File: src/rtl/uart_pkg.sv
// uart_pkg: shared types for the uart_phy slice.
// FSM state enums, frame width and the parity helper.
package uart_pkg;

  localparam int UART_DATA_BITS = 8;

  typedef enum logic [2:0] {
    T_IDLE   = 3'd0,
    T_START  = 3'd1,
    T_DATA   = 3'd2,
`ifdef UART_PARITY_EN
    T_PARITY = 3'd3,
`endif
    T_STOP   = 3'd4
  } uart_tx_state_t;

  typedef enum logic [2:0] {
    R_IDLE   = 3'd0,
    R_START  = 3'd1,
    R_DATA   = 3'd2,
`ifdef UART_PARITY_EN
    R_PARITY = 3'd3,
`endif
    R_STOP   = 3'd4
  } uart_rx_state_t;

  // Even parity bit: XOR of the data bits.
  function automatic logic uart_parity(
    input logic [UART_DATA_BITS-1:0] d
  );
    return ^d;
  endfunction

endpackage

File: src/rtl/uart_bit_timer.sv
// uart_bit_timer: free-running bit-period counter.
// Ports: clk, rstn, start (restart at 0), half (half-period limit), tick.
module uart_bit_timer #(
  parameter int CLKS_PER_BIT = 868
) (
  input  logic clk,
  input  logic rstn,
  input  logic start,
  input  logic half,
  output logic tick
);

  localparam int W = $clog2(CLKS_PER_BIT);
  localparam logic [W-1:0] FULL = W'(CLKS_PER_BIT - 1);
  localparam logic [W-1:0] HALF = W'(CLKS_PER_BIT / 2 - 1);

  logic [W-1:0] cnt_q, cnt_d;

  // half shortens the current period so the following tick lands mid-bit.
  assign tick = (cnt_q == (half ? HALF : FULL));

  always_comb begin
    cnt_d = cnt_q + W'(1);
    if (start || tick) cnt_d = '0;
  end

  always_ff @(posedge clk or negedge rstn) begin
    if (!rstn) cnt_q <= '0;
    else       cnt_q <= cnt_d;
  end

endmodule

File: src/rtl/uart_phy.sv
// uart_phy: 8-bit UART transceiver, 1 start, 8 data LSB first, 1 stop.
// Ports: tx_valid/tx_data/tx_ready -> txd; rxd -> rx_valid/rx_data/rx_ready,
// error pulses rx_frame_err, rx_overrun, rx_parity_err.
// Define UART_PARITY_EN to add an even parity bit to both directions.
import uart_pkg::*;

module uart_phy #(
  parameter int CLKS_PER_BIT = 868
) (
  input  logic                      clk,
  input  logic                      rstn,
  input  logic                      tx_valid,
  input  logic [UART_DATA_BITS-1:0] tx_data,
  output logic                      tx_ready,
  output logic                      txd,
  input  logic                      rxd,
  output logic                      rx_valid,
  output logic [UART_DATA_BITS-1:0] rx_data,
  input  logic                      rx_ready,
  output logic                      rx_frame_err,
  output logic                      rx_overrun,
  output logic                      rx_parity_err
);

  localparam logic [2:0] LAST = 3'(UART_DATA_BITS - 1);

  // ---------------- TX ----------------
  uart_tx_state_t            tx_st_q, tx_st_d;
  logic [UART_DATA_BITS-1:0] tx_sh_q, tx_sh_d;
  logic [2:0]                tx_idx_q, tx_idx_d;
  logic                      txd_q, txd_d;
  logic                      tx_go, tx_tick;
`ifdef UART_PARITY_EN
  logic                      tx_par_q, tx_par_d;
`endif

  assign tx_ready = (tx_st_q == T_IDLE);
  assign tx_go    = tx_valid & tx_ready;
  assign txd      = txd_q;

  uart_bit_timer #(.CLKS_PER_BIT(CLKS_PER_BIT)) u_tx_tmr (
    .clk   (clk),
    .rstn  (rstn),
    .start (tx_go),
    .half  (1'b0),
    .tick  (tx_tick)
  );

  always_comb begin
    tx_st_d  = tx_st_q;
    tx_sh_d  = tx_sh_q;
    tx_idx_d = tx_idx_q;
`ifdef UART_PARITY_EN
    tx_par_d = tx_par_q;
`endif
    unique case (tx_st_q)
      T_IDLE: if (tx_go) begin
        tx_sh_d  = tx_data;
        tx_idx_d = '0;
`ifdef UART_PARITY_EN
        tx_par_d = uart_parity(tx_data);
`endif
        tx_st_d  = T_START;
      end
      T_START: if (tx_tick) tx_st_d = T_DATA;
      T_DATA: if (tx_tick) begin
        tx_sh_d  = tx_sh_q >> 1;
        tx_idx_d = tx_idx_q + 3'd1;
        if (tx_idx_q == LAST) begin
`ifdef UART_PARITY_EN
          tx_st_d = T_PARITY;
`else
          tx_st_d = T_STOP;
`endif
        end
      end
`ifdef UART_PARITY_EN
      T_PARITY: if (tx_tick) tx_st_d = T_STOP;
`endif
      T_STOP: if (tx_tick) tx_st_d = T_IDLE;
      default: tx_st_d = T_IDLE;
    endcase

    // txd is registered from the next state so the line is glitch-free.
    txd_d = 1'b1;
    unique case (tx_st_d)
      T_START:  txd_d = 1'b0;
      T_DATA:   txd_d = tx_sh_d[0];
`ifdef UART_PARITY_EN
      T_PARITY: txd_d = tx_par_d;
`endif
      default:  txd_d = 1'b1;
    endcase
  end

  always_ff @(posedge clk or negedge rstn) begin
    if (!rstn) begin
      tx_st_q  <= T_IDLE;
      tx_sh_q  <= '0;
      tx_idx_q <= '0;
      txd_q    <= 1'b1;
`ifdef UART_PARITY_EN
      tx_par_q <= 1'b0;
`endif
    end else begin
      tx_st_q  <= tx_st_d;
      tx_sh_q  <= tx_sh_d;
      tx_idx_q <= tx_idx_d;
      txd_q    <= txd_d;
`ifdef UART_PARITY_EN
      tx_par_q <= tx_par_d;
`endif
    end
  end

  // ---------------- RX ----------------
  logic                      rx_s1_q, rx_s2_q, rx_prev_q;
  logic                      rxs, rx_fall;
  uart_rx_state_t            rx_st_q, rx_st_d;
  logic [UART_DATA_BITS-1:0] rx_sh_q, rx_sh_d;
  logic [2:0]                rx_idx_q, rx_idx_d;
  logic                      rx_start, rx_half, rx_tick;
  logic                      rx_done, rx_good, rx_acc, rx_perr;
  logic                      rx_valid_q, rx_valid_d;
  logic [UART_DATA_BITS-1:0] rx_data_q, rx_data_d;
  logic                      fe_q, fe_d, ov_q, ov_d, pe_q, pe_d;
`ifdef UART_PARITY_EN
  logic                      rx_perr_q, rx_perr_d;
  assign rx_perr = rx_perr_q;
`else
  assign rx_perr = 1'b0;
`endif

  assign rxs      = rx_s2_q;
  assign rx_fall  = rx_prev_q & ~rxs;
  assign rx_start = (rx_st_q == R_IDLE) & rx_fall;
  assign rx_half  = (rx_st_q == R_START);

  uart_bit_timer #(.CLKS_PER_BIT(CLKS_PER_BIT)) u_rx_tmr (
    .clk   (clk),
    .rstn  (rstn),
    .start (rx_start),
    .half  (rx_half),
    .tick  (rx_tick)
  );

  always_comb begin
    rx_st_d  = rx_st_q;
    rx_sh_d  = rx_sh_q;
    rx_idx_d = rx_idx_q;
    rx_done  = 1'b0;
`ifdef UART_PARITY_EN
    rx_perr_d = rx_perr_q;
`endif
    unique case (rx_st_q)
      R_IDLE: if (rx_fall) begin
        rx_idx_d = '0;
        rx_st_d  = R_START;
      end
      // A start bit that is high again at mid-bit was a glitch.
      R_START: if (rx_tick) rx_st_d = rxs ? R_IDLE : R_DATA;
      R_DATA: if (rx_tick) begin
        rx_sh_d  = {rxs, rx_sh_q[UART_DATA_BITS-1:1]};
        rx_idx_d = rx_idx_q + 3'd1;
        if (rx_idx_q == LAST) begin
`ifdef UART_PARITY_EN
          rx_st_d = R_PARITY;
`else
          rx_st_d = R_STOP;
`endif
        end
      end
`ifdef UART_PARITY_EN
      R_PARITY: if (rx_tick) begin
        rx_perr_d = rxs ^ uart_parity(rx_sh_q);
        rx_st_d   = R_STOP;
      end
`endif
      R_STOP: if (rx_tick) begin
        rx_done = 1'b1;
        rx_st_d = R_IDLE;
      end
      default: rx_st_d = R_IDLE;
    endcase
  end

  // Holding register: a byte completing alongside a handshake replaces it.
  always_comb begin
    rx_acc     = rx_valid_q & rx_ready;
    rx_good    = rx_done & rxs & ~rx_perr;
    rx_valid_d = rx_valid_q & ~rx_acc;
    rx_data_d  = rx_data_q;
    fe_d       = rx_done & ~rxs;
    pe_d       = rx_done & rx_perr;
    ov_d       = 1'b0;
    if (rx_good) begin
      if (!rx_valid_q || rx_acc) begin
        rx_data_d  = rx_sh_q;
        rx_valid_d = 1'b1;
      end else begin
        ov_d = 1'b1;
      end
    end
  end

  always_ff @(posedge clk or negedge rstn) begin
    if (!rstn) begin
      rx_s1_q    <= 1'b1;
      rx_s2_q    <= 1'b1;
      rx_prev_q  <= 1'b1;
      rx_st_q    <= R_IDLE;
      rx_sh_q    <= '0;
      rx_idx_q   <= '0;
      rx_valid_q <= 1'b0;
      rx_data_q  <= '0;
      fe_q       <= 1'b0;
      ov_q       <= 1'b0;
      pe_q       <= 1'b0;
`ifdef UART_PARITY_EN
      rx_perr_q  <= 1'b0;
`endif
    end else begin
      rx_s1_q    <= rxd;
      rx_s2_q    <= rx_s1_q;
      rx_prev_q  <= rx_s2_q;
      rx_st_q    <= rx_st_d;
      rx_sh_q    <= rx_sh_d;
      rx_idx_q   <= rx_idx_d;
      rx_valid_q <= rx_valid_d;
      rx_data_q  <= rx_data_d;
      fe_q       <= fe_d;
      ov_q       <= ov_d;
      pe_q       <= pe_d;
`ifdef UART_PARITY_EN
      rx_perr_q  <= rx_perr_d;
`endif
    end
  end

  assign rx_valid      = rx_valid_q;
  assign rx_data       = rx_data_q;
  assign rx_frame_err  = fe_q;
  assign rx_overrun    = ov_q;
  assign rx_parity_err = pe_q;

endmodule
File: config.mk
export PLATFORM = sky130hd
export DESIGN_NAME = uart_phy
export DESIGN_NICKNAME = d
export VERILOG_FILES = /design/src/rtl/uart_pkg.sv /design/src/rtl/uart_bit_timer.sv /design/src/rtl/uart_phy.sv
export SDC_FILE = /design/constraint.sdc
export NUM_CORES = 1
export LEC_CHECK = 0
export CORE_MARGIN = 1.5
export CORE_UTILIZATION = 37
export DETAILED_ROUTE_END_ITERATION = 12
export GPL_ROUTABILITY_DRIVEN = 0
export PLACE_DENSITY_LB_ADDON = 0.25
export SYNTH_ARGS = -nofsm -noshare
export SYNTH_HDL_FRONTEND = slang
export SYNTH_SLANG_ARGS = --single-unit
File: constraint.sdc
create_clock -name clk -period 1.9 [get_ports clk]
set_clock_uncertainty 0.15 [all_clocks]
set_input_delay 0.285 -clock clk [delete_from_list [all_inputs] [get_ports clk]]
set_output_delay 0.285 -clock clk [all_outputs]
set_load 0.02 [all_outputs]
==> flow_summary.yaml <==
worst_hold_path:
  hold_path.class: "in2reg"
setup_path:
  path_max_fanout: 8
  critPathMaxStageDelay_ps: 390
  cp-start-kind: "flip-flop"
  cp_slowest_cell: "dfrtp_1"
  cp.arrival_ps: 1990
  worstSetupEndpointType: "flip-flop"
  critPathKind: "reg2reg"
  crit_chain: "and4bb_2, nand4b_1, a211oi_4, buf_12, mux2_2"
  r2r_setup_slack_ps: -6
  critical_path_required_ps: 1980
global_routing:
  grt_antenna_before_repair: 0
  grt_pass1_wl_um: 9170
  top_usage_layer: "met2"
  grtUsageMet3_pct: 3.79
  grt_pass1_vias: 2014
  grt.total_usage_pct: 13.9
  gr-total-overflow: 0
  grt_util_met2_pct: 22.6
  grt_max_degree: 64
  use_met1_pct: 18.0
final_layout:
  n_antenna_cell: 0
  num-fill-cells: 635
  final_core_util_pct: 52.3
  multiInputGateArea_sq_um: 1280
  final_cell_mix: "dfrtp_1 (57), buf_4 (34), clkdlybuf4s50_1 (22), nor2_1 (19), nand2_1 (15)"
  final_common_cell: "dfrtp_1"
  layout.nets: 322
  syn_to_final_growth_pct: 35.3
  regArea_sq_um: 1580
  final_cells: 407
  drive_gt1_share_pct: 32.5
clock_tree:
  ctsLongestPathBuffers: 2
  cts_sinks: 63
  tritoncts: "yes"
  htree_levels: 3
  path_clk_slew_ps: 80
  numCtsBuffers: 9
  clockRootBuffer: "clkbuf_8"
  insertion_delay_ps: 340
power_and_ir_drop:
  power.density_nw_per_um2: 1010
  p_leak_nw: 1.76
  ir_drop_uv: 845
yosys:
  synth_edf_count: 0
  yosysWarnings: 0
  ys.flop_type: "dfrtp_1"
  synth.net_count: 255
  mappedNetlistArea_sq_um: 2830
  synthArstFlopShare_pct: 100
  ys_types: 46
  yosysSeqAreaShare_pct: 55.9
  ys_ff_latch: 63
  syn_area_per_cell_sq_um: 12.0
  netlist_instances: 236
sta:
  drv_slew: 0
  holdWs_ps: 197
  fin_tns_setup_ps: -21.6
  max_freq_mhz: 525
  finalCritPeriodShare_pct: 100
  hold_viol: 0
  grt_setup_unrepaired: "yes"
  finalWorstSetupSlack_ps: -6.09
  setup-violations-final: 4
  fin_crit_ps: 1910
routing:
  drt_iter0_markers: 58
  antenna_left: 0
  first_pass_iters: 4
  drt-wirelength-per-cell_um: 12.7
  drt-vias-per-instance: 4.90
  vias: 1995
  drcViolationCount: 0
  finalWirelength_um: 5150
place:
  dp_slack_ps: -115
  dpl.hpwl_um: 3440
  dp.cells: 384
  port_buffers: 25
floorplanning:
  core_area_sq_um: 7330
  die_h_um: 90.5
  num_rows: 31
  initial_core_util_pct: 38.6
  die_w_um: 90.5
  ios: 27
  dieArea_sq_um: 8190
job:
  drv_cap: 0
outcome:
  status: "complete, but fails checks"
  violations: "negative setup slack"
-- cells by family after synthesis --
logic type	after synthesis	share of synthesized area, %
muxes	20	7.91
adders and majority gates	6	2.65
DFF	63	55.9
buffers and inverters	12	1.99
xor gates and xnor gates	16	4.95
AOI/OAI and AO/OA	28	8.31
and+or+nand+nor	90	18.2
other	1	0.132
-- cell type report --
type / count / share of cell area [%]
Inverter: 4 / 0.392
Tap cell: 99 / 3.23
Clock inverter: 6 / 3.00
Clock buffer: 10 / 3.59
Multi-Input combinational cell: 161 / 33.5
Sequential cell: 63 / 41.3
Timing Repair Buffer: 64 / 14.9
-- state kept, by name, indices dropped and copies added (netlist names), 3 cells and up --
register / cells
u_rx_tmr.cnt_q: 10
u_tx_tmr.cnt_q: 10
rx_data: 8
rx_sh_q: 8
tx_sh_q: 8
rx_idx_q: 3
rx_st_q: 3
tx_idx_q: 3
tx_st_q: 3
-- timing repair --
item                                    in CTS  in global routing
cloned                                       0                  1
hold endpoints to repair                    59                  0
endpoints found under the setup margin      13                 24
buffers inserted                             1                  4
hold buffers                                 1                  0
resized for setup                            4                 23
pin swaps                                    1                  2
-- per-stage QoR --
step | total power [mW] | area [sq um]
floorplan | 2.07 | 2840
global placement | 2.38 | 3440
detailed placement | 2.40 | 3440
CTS | 3.90 | 3710
global route | 4.07 | 3830
finish | 3.86 | 3830
-- critical path: cells and delay by family (launching register included) --
kind,cells,cell delay [ps]
mux,1,320
compound gates,1,290
flops,1,390
simple gates,2,490
buf+inv,1,160
-- where the power goes --
| part | internal, mW | switching [mW] | total [mW] |
|---|---|---|---|
| Sequential | 1.53 | 0.115 | 1.65 |
| Combinational | 0.421 | 0.348 | 0.769 |
| Clock | 0.914 | 0.536 | 1.45 |
-- final timing paths --
path / start / to / depth (start not counted)
max: u_rx_tmr.cnt_q[1] / rx_data[7] / 5
min: rxd / rx_s1_q / 1
max reg2reg: u_rx_tmr.cnt_q[1] / rx_data[7] / 5
min reg2reg: rx_s1_q / rx_s2_q / 0
max in group asynchronous: rstn / txd / 3
min in group asynchronous: rstn / rx_valid / 3
-- per-layer routing --
layer / up-vias / wire (um)
li1: 983 / -
met1: 974 / 2480
met2: 29 / 2450
met3: 9 / 147
met4: 0 / 69
met5: - / 0
-- Yosys cell counts (2+ instances only) --
cell type,n,area share (%)
dfrtp_1,59,52
clkbuf_1,3,0.40
ha_1,6,2.7
xor2_1,4,1.2
a22o_1,9,2.8
a31o_2,2,0.62
nand2b_1,4,0.88
nor3b_1,5,1.3
dfstp_2,4,3.7
or3b_2,2,0.62
nor2b_1,3,0.66
a21oi_1,3,0.53
nor4_1,3,0.66
xnor2_1,12,3.7
nand3b_1,2,0.53
buf_2,3,0.53
and4bb_2,3,1.3
buf_4,2,0.53
a21o_1,6,1.6
nand2_1,15,2.0
nand4_1,3,0.66
inv_1,4,0.53
nand4b_1,2,0.62
nand3_1,6,1.1
nor2_1,19,2.5
mux2_2,19,7.6
nor3_1,14,2.5
Power figures use the tool's default switching activity.
